**config.mk**
```make
export PLATFORM = sky130hd
export DESIGN_NAME = seq_signed_divider
export DESIGN_NICKNAME = d
export VERILOG_FILES = /design/src/rtl/seq_signed_divider.sv
export SDC_FILE = /design/constraint.sdc
export NUM_CORES = 1
export LEC_CHECK = 0
export ABC_CLOCK_PERIOD_IN_PS = 5600
export BUFFER_PORTS_ARGS = -buffer_cell sky130_fd_sc_hd__buf_2
export CAP_MARGIN = 10
export CORE_UTILIZATION = 40
export CTS_CLUSTER_DIAMETER = 50
export DETAILED_ROUTE_END_ITERATION = 6
export GPL_TIMING_DRIVEN = 0
export MAX_ROUTING_LAYER = met4
export PLACE_DENSITY = 0.55
export REMOVE_ABC_BUFFERS = 1
export SYNTH_ARGS = -nofsm -noshare
export SYNTH_HDL_FRONTEND = slang
export SYNTH_SLANG_ARGS = --single-unit
```
**constraint.sdc**
```tcl
create_clock -name clk -period 5.6 [get_ports clk]
set_clock_uncertainty 0.1 [all_clocks]
set_input_delay 0.28 -clock clk [delete_from_list [all_inputs] [get_ports clk]]
set_output_delay 0.28 -clock clk [all_outputs]
set_load 0.1 [all_outputs]
```
**src/rtl/seq_signed_divider.sv**
```systemverilog
// Sequential signed divider: 2W-bit dividend / W-bit divisor, truncating (C) semantics.
// Operands load over a shared W-bit bus; restoring shift/subtract core with sign fix-up.
module seq_signed_divider #(
  parameter int unsigned W = 16
) (
  input  logic         clk,
  input  logic         rst_n,
  input  logic         start,
  input  logic [W-1:0] data_in,
  output logic [W-1:0] quotient,
  output logic [W-1:0] remainder,
  output logic         busy,
  output logic         done,
  output logic         div_by_zero,
  output logic         overflow
);

  localparam int unsigned CntW = $clog2(W) + 1;
  localparam logic [W-1:0] QMaxPos = {1'b0, {(W-1){1'b1}}};
  localparam logic [W-1:0] QMaxNeg = {1'b1, {(W-1){1'b0}}};

  typedef enum logic [2:0] {
    StIdle,
    StLdl,
    StLdd,
    StChk,
    StDiv,
    StFix,
    StDone
  } state_e;

  state_e r_state;
  state_e w_state_next;

  logic [2*W-1:0] r_dvd;
  logic [W-1:0]   r_dvs;
  logic [W:0]     r_dvs_mag;
  logic [W-1:0]   r_rem;
  logic [W-1:0]   r_qsh;
  logic [CntW-1:0] r_cnt;
  logic           r_sign_q;
  logic           r_sign_r;

  logic [W-1:0]   r_quotient;
  logic [W-1:0]   r_remainder;
  logic           r_busy;
  logic           r_done;
  logic           r_div_by_zero;
  logic           r_overflow;

  logic [2*W-1:0] w_dvd_mag;
  logic [W:0]     w_dvs_ext;
  logic [W:0]     w_dvs_mag;
  logic           w_dvs_zero;
  logic           w_chk_ovf;
  logic [W:0]     w_shift;
  logic [W:0]     w_trial;
  logic           w_trial_ok;
  logic           w_fix_ovf;
  logic           w_last_iter;

  // Magnitudes: divisor gets an extra bit so that -2^(W-1) stays representable.
  always_comb begin
    w_dvd_mag  = r_dvd[2*W-1] ? -r_dvd : r_dvd;
    w_dvs_ext  = {r_dvs[W-1], r_dvs};
    w_dvs_mag  = r_dvs[W-1] ? -w_dvs_ext : w_dvs_ext;
    w_dvs_zero = (r_dvs == '0);
    // High half >= divisor means the quotient magnitude would need more than W bits.
    w_chk_ovf  = ({1'b0, w_dvd_mag[2*W-1:W]} >= w_dvs_mag);
  end

  always_comb begin
    w_shift     = {r_rem, r_qsh[W-1]};
    w_trial_ok  = (w_shift >= r_dvs_mag);
    w_trial     = w_shift - r_dvs_mag;
    w_last_iter = (r_cnt == CntW'(1));
    w_fix_ovf   = r_sign_q ? (r_qsh > QMaxNeg) : (r_qsh > QMaxPos);
  end

  always_ff @(posedge clk or negedge rst_n) begin
    if (!rst_n) begin
      r_state <= StIdle;
    end else begin
      r_state <= w_state_next;
    end
  end

  always_comb begin
    w_state_next = r_state;
    unique case (r_state)
      StIdle, StDone: begin
        if (start) w_state_next = StLdl;
      end
      StLdl: w_state_next = StLdd;
      StLdd: w_state_next = StChk;
      StChk: begin
        if (w_dvs_zero || w_chk_ovf) w_state_next = StDone;
        else                         w_state_next = StDiv;
      end
      StDiv: begin
        if (w_last_iter) w_state_next = StFix;
      end
      StFix:   w_state_next = StDone;
      default: w_state_next = StIdle;
    endcase
  end

  always_ff @(posedge clk or negedge rst_n) begin
    if (!rst_n) begin
      r_dvd         <= '0;
      r_dvs         <= '0;
      r_dvs_mag     <= '0;
      r_rem         <= '0;
      r_qsh         <= '0;
      r_cnt         <= '0;
      r_sign_q      <= 1'b0;
      r_sign_r      <= 1'b0;
      r_quotient    <= '0;
      r_remainder   <= '0;
      r_busy        <= 1'b0;
      r_done        <= 1'b0;
      r_div_by_zero <= 1'b0;
      r_overflow    <= 1'b0;
    end else begin
      unique case (r_state)
        StIdle, StDone: begin
          if (start) begin
            r_dvd[2*W-1:W] <= data_in;
            r_done         <= 1'b0;
            r_div_by_zero  <= 1'b0;
            r_overflow     <= 1'b0;
            r_busy         <= 1'b1;
          end
        end
        StLdl: r_dvd[W-1:0] <= data_in;
        StLdd: r_dvs <= data_in;
        StChk: begin
          r_sign_q  <= r_dvd[2*W-1] ^ r_dvs[W-1];
          r_sign_r  <= r_dvd[2*W-1];
          r_dvs_mag <= w_dvs_mag;
          r_rem     <= w_dvd_mag[2*W-1:W];
          r_qsh     <= w_dvd_mag[W-1:0];
          r_cnt     <= CntW'(W);
          if (w_dvs_zero) begin
            r_div_by_zero <= 1'b1;
            r_quotient    <= '0;
            r_remainder   <= '0;
            r_done        <= 1'b1;
            r_busy        <= 1'b0;
          end else if (w_chk_ovf) begin
            r_overflow    <= 1'b1;
            r_quotient    <= '0;
            r_remainder   <= '0;
            r_done        <= 1'b1;
            r_busy        <= 1'b0;
          end
        end
        StDiv: begin
          // Partial remainder stays below |divisor| <= 2^(W-1), so W bits suffice.
          r_rem <= w_trial_ok ? w_trial[W-1:0] : w_shift[W-1:0];
          r_qsh <= {r_qsh[W-2:0], w_trial_ok};
          r_cnt <= r_cnt - CntW'(1);
        end
        StFix: begin
          if (w_fix_ovf) begin
            r_overflow  <= 1'b1;
            r_quotient  <= '0;
            r_remainder <= '0;
          end else begin
            r_quotient  <= r_sign_q ? -r_qsh : r_qsh;
            r_remainder <= r_sign_r ? -r_rem : r_rem;
          end
          r_done <= 1'b1;
          r_busy <= 1'b0;
        end
        default: ;
      endcase
    end
  end

  assign quotient    = r_quotient;
  assign remainder   = r_remainder;
  assign busy        = r_busy;
  assign done        = r_done;
  assign div_by_zero = r_div_by_zero;
  assign overflow    = r_overflow;

endmodule

```
==> metrics.txt, run 1 <==
Startpoint Class=flip-flop; GR Overflow Total=0; layout cells sized above 1=0.178; Die Span Y=147 µm; Setup CP Type=flip-flop to flip-flop; FF+latch area=3580 µm²; RSZ-0062 raised after global routing=false; I/O Pins=55; period utilization=0.838; f_max=~0.21 GHz; post-CTS resize count=0; top-count cell post-synth=dfrtp_1; CP peak stage delay=0.78 ns; top cells by count, synth=dfrtp_1, nand2_1, o21ai_0; Total GRT Usage=0.204; HPWL Detailed=15.2 mm; WP data required=5.76 ns; initial antenna violation count=0; cell family with most CP delay=compound AO/OA/AOI/OAI gates; Nets=937; GP Congestion=0.861; Root Buffer=clkbuf_16; share of synthesized flip-flops with an asynchronous set or reset=1.00; synth warn=0; Distinct cells, synth=slightly below 70; Worst Tran Pin Value=1.16 ns; Pins Over Slew Limit=0; Clock Latency Late Sink=0.43 ns; Most Frequent Cell on Critical Path=a21o_1; dominant cell type by area after synthesis=dfrtp_1; max cap viols=0; crit path buf inv count=0; Sink Count=between 100 and 150; Slowest cell on crit path=o21ai_4; minimum clock period=between 4 and 5 ns; Final Setup Violations=0; TNS Setup=0 ns; Initial Util=0.413; Worst slew margin=0.229; area delta synth->final=13.3%; CP endpoint kind=flip-flop; sequential-to-total area share from yosys stat=0.423; Post-CTS Setup Bufs=0; Critical Path Fanout Max=34; Port Buf Inserts=54; largest net degree at the start of global routing=73; worst min path class=input port to flip-flop; cts bufs inserted=17; H-tree depth reported by CTS=4; Yosys reg bits=143; row count=between 50 and 60; Synth Cell Area=8460 µm²; Filler Cell Count=roughly 2.0k; WL per Instance=17.8 µm; CTS tree=built; vias per cell=5.54; core area=between 20000 and 25000 µm²; final hold vios=0; first-pass GRT wire length=33.3 mm; Clock transition at path regs=roughly 0.060 ns; Main synth FF type=dfrtp_1; ANT cells=0; cells along the critical path=nor4_1, nand3_1, or2_1, o41ai_2, xnor2_1, ha_1, a21o_1, a21o_1, a2111oi_0, o22ai_2, o21ai_4, o21ai_1; DRT antenna net count=0; die area=between 20000 and 25000 µm²; DRC=0; post-synth top area share=0.423; vias in the first global route=6088; Post-synth EDFFs=0; first-pass iteration count of the detailed router=5; status=complete, no violations; Routed WL=20.6 mm; width of the die=between 100 and 150 µm; via count=6424; largest cells by area after synthesis=dfrtp_1, mux2_2, ha_1; average size of a mapped cell=10.1 µm²; Iteration-0 DRC Markers=approximately 400; CTS Buffer Depth=2; multi-input logic area=4580 µm²; Arrival @ worst endpoint=4.86 ns; cells after synthesis=839
==> final timing paths <==
kind	from	to	slack [ns]	cells after the start
worst max-delay path	r_dvd[11]$_DFFE_PN0N_	done$_DFFE_PN0P_	0.91	12
worst min-delay path	data_in[8]	r_dvd[24]$_DFFE_PN0P_	0.01	2
worst max register to register	r_dvd[11]$_DFFE_PN0N_	done$_DFFE_PN0P_	0.91	12
worst min register to register	r_cnt[4]$_DFFE_PN0P_	r_cnt[4]$_DFFE_PN0P_	0.37	1
max in group asynchronous	rst_n	r_dvd[30]$_DFFE_PN0P_	4.25	3
min in group asynchronous	rst_n	quotient[0]$_DFFE_PN0P_	0.34	2
==> placed cells by master (no fill, tap or decap), drive strengths merged, types with 11 or more instances in the layout <==
master / n
mux2: 44
ha: 39
dfrtp: 143
clkbuf: 21
o21ai: 87
a22o: 28
mux2i: 15
inv: 39
nor4: 11
a22oi: 28
a21oi: 16
o31ai: 25
xnor2: 50
xor2: 32
nor2: 19
nor3: 12
buf: 60
nand2: 73
nand3: 26
==> registers in the layout, indices dropped and copies added, names as in the netlist <==
signal / cells
div_by_zero: 1
r_cnt: 5
r_dvd: 32
quotient: 16
done: 1
r_rem: 16
remainder: 16
busy: 1
overflow: 1
r_qsh: 16
r_state: 3
r_dvs_mag: 17
r_dvs: 16
r_sign_r: 1
r_sign_q: 1
==> area by class of cell <==
class                           count  share of cell area
Sequential cell                   143               0.373
Tap cell                          270              0.0352
Multi-Input combinational cell    614               0.477
Clock buffer                       21              0.0491
Clock inverter                     10             0.00926
Timing Repair Buffer               63              0.0407
Inverter                           39              0.0153
==> metrics by stage <==
step	cells	util	hold slack, ns	instance area, µm²	setup slack (ns)
after detailed placement	1126	0.439	0.266	9000	0.927
after CTS	1160	0.468	0.00169	9590	0.915
after global placement	1120	0.433	0.360	8880	0.490
after floorplan	796	-	-0.116	8270	1.66
final	1160	0.468	0.0108	9590	0.907
after global routing	1160	0.468	0.00986	9590	0.625
==> layer usage <==
metal | wire length (µm) | up-vias | GRT usage
li1 | - | 3158 | -
met1 | 11000 | 3148 | 0.298
met2 | 8810 | 100 | 0.289
met3 | 523 | 18 | 0.0299
met4 | 263 | 0 | 0.0619
met5 | 0 | - | -
==> repair_timing <==
action / in CTS / in global routing
endpoints found under the hold margin: 77 / 0
hold buffers: 3 / 0
endpoints found under the setup margin: 0 / 0
==> cell families after synthesis <==
kind of cell	share of synthesized area
AO/OA/AOI/OAI	0.194
AND/OR/NAND/NOR	0.122
flip-flops	0.423
XOR/XNOR	0.0849
buffers and inverters	0.0396
multiplexers	0.0763
adder cells (fa/ha/maj)	0.0600
Power of run 1 is left out: the tool's default activity adds up to more than one toggle a clock period on the data nets, which glitch-free logic cannot reach.
==> inputs of run 2 (changes only) <==
ABC_CLOCK_PERIOD_IN_PS = 4400   (was 5600)
clock period = 4.4 ns   (was 5.6 ns; I/O delays follow)
==> metrics.txt, run 2 (synthesis results as in run 1) <==
HPWL Detailed=about 15 mm; Pins Over Slew Limit=0; register with the highest flop count=r_dvd; period utilization=0.942; Final Non-Filler Cells=1177; worst min path class=input port to flip-flop; DRC=0; H-tree depth reported by CTS=4; vias in the first global route=6168; Slowest cell on crit path=a2111oi_0; Port Buf Inserts=54; worst-case reg-to-reg path depth=13; Initial Util=0.413; final hold vios=0; Final Setup Violations=0; WHS Path Cells=4; Nets=954; status=complete, no violations; core area=approximately 20000 µm²; vias per cell=roughly 5.5; CTS tree=built; WP data required=4.67 ns; Critical Path Fanout Max=17; row count=52; layout cells sized above 1=0.181; Setup CP Type=flip-flop to flip-flop; largest registers=r_dvd x32, r_dvs_mag x17; Arrival @ worst endpoint=4.41 ns; largest net degree at the start of global routing=73; Routed WL=between 20 and 25 mm; reg2reg start=r_dvd[3]$_DFFE_PN0N_; CTS Buffer Depth=2; Most Frequent Cell on Critical Path=a21o_1; via count=6525; cells along the critical path=nor4_2, nand4_1, or2_1, o41ai_2, xnor2_1, ha_1, a21o_1, a21o_1, a2111oi_0, o22ai_2, o21ai_4, buf_12, a22o_1; Root Buffer=clkbuf_16; Die Span Y=~150 µm; launch point of the worst hold path=start; Worst Tran Pin Value=roughly 1.2 ns; Sink Count=143; initial antenna violation count=0; Hold EP=r_state[2]$_DFFE_PN0P_; CP endpoint kind=flip-flop; first-pass GRT wire length=34.1 mm; WL per Instance=18.0 µm; max cap viols=0; Total GRT Usage=0.210; DRT antenna net count=0; cts bufs inserted=17; first-pass iteration count of the detailed router=5; final hold slack=between 0.02 and 0.025 ns; width of the die=147 µm; GR Overflow Total=0; I/O Pins=between 50 and 60; r2r setup slk=0.26 ns; RR Endpoint=quotient[7]$_DFFE_PN0P_; max reg flops=32; CP peak stage delay=between 0.4 and 0.5 ns; f_max=0.241 GHz; minimum clock period=approximately 4.1 ns; RSZ-0062 raised after global routing=false; GP Congestion=0.861; Worst slew margin=0.225; die area=21700 µm²; area delta synth->final=15.9%; Clock transition at path regs=0.06 ns; Startpoint Class=flip-flop; crit path buf inv count=1; most frequent cells in the layout=dfrtp_1, nand2_1, o21ai_0; post-placement cell count=approximately 1.1k; cell family with most CP delay=compound AO/OA/AOI/OAI gates; ANT cells=0; Clock Latency Late Sink=~0.43 ns; most common cell after layout, fill and taps aside=dfrtp_1; Iteration-0 DRC Markers=roughly 440
## run 2: changes by cell type in the layout (fill, tap and decap cells not counted), sizes merged
| cell | delta |
|---|---|
| buf | +2 |
| dlygate4sd3 | +14 |
| o21ai | +1 |
## run 2: worst min-delay path: cells and delay by family
kind / cells / cell delay (ns)
buffers and inverters: 1 / 0.11
AND/OR/NAND/NOR: 2 / 0.10
AO/OA/AOI/OAI: 1 / 0.08
## run 2: stage by stage
step                      cell area, µm²  setup slack (ns)  setup TNS [ns]   util
after global placement              8880            -0.710          -26.51  0.433
after global routing                9800            0.0559               0  0.478
after detailed placement            9000            -0.273           -8.49  0.439
after CTS                           9790             0.135               0  0.478
after floorplan                     8270             0.462               0      -
final                               9800             0.256               0  0.478
## run 2: area by class of cell
| class | count | area [µm²] |
|---|---|---|
| clock buffer | 21 | 470 |
| tap | 270 | 338 |
| multi-input combinational | 615 | 4610 |
| timing repair buffer | 79 | 571 |
| inverter | 39 | 146 |
| sequential | 143 | 3580 |
| clock inverter | 10 | 88.8 |
| fill | 1968 | 10700 |
## run 2: worst max-delay path by stage
stage,slack (ns),end,start,cells after the start
after floorplan,0.46,done$_DFFE_PN0P_,r_dvd[17]$_DFFE_PN0P_,12
after global placement,-0.71,r_dvd[20]$_DFFE_PN0P_,r_state[1]$_DFFE_PN0P_,3
after detailed placement,-0.27,done$_DFFE_PN0P_,r_dvd[11]$_DFFE_PN0N_,12
after CTS,0.14,remainder[8]$_DFFE_PN0P_,r_dvd[11]$_DFFE_PN0N_,13
after global routing,0.06,quotient[6]$_DFFE_PN0P_,r_dvd[3]$_DFFE_PN0N_,13
final,0.26,quotient[7]$_DFFE_PN0P_,r_dvd[3]$_DFFE_PN0N_,13
## run 2: per-layer routing
metal | track usage | wire length, µm | up-vias
met4 | 0.0619 | 234 | 0
met1 | 0.305 | 11000 | 3192
li1 | - | - | 3186
met5 | - | 0 | -
met2 | 0.302 | 9250 | 128
met3 | 0.0299 | 696 | 19
## run 2: timing repair
item | in CTS | in global routing
setup buffers | 2 | 0
resized for setup | 1 | 3
cloned | 1 | 0
pin swaps | 2 | 0
setup endpoints to repair | 34 | 34
hold buffers | 17 | 0
endpoints found under the hold margin | 119 | 0
Power of run 2 is left out for the same reason.
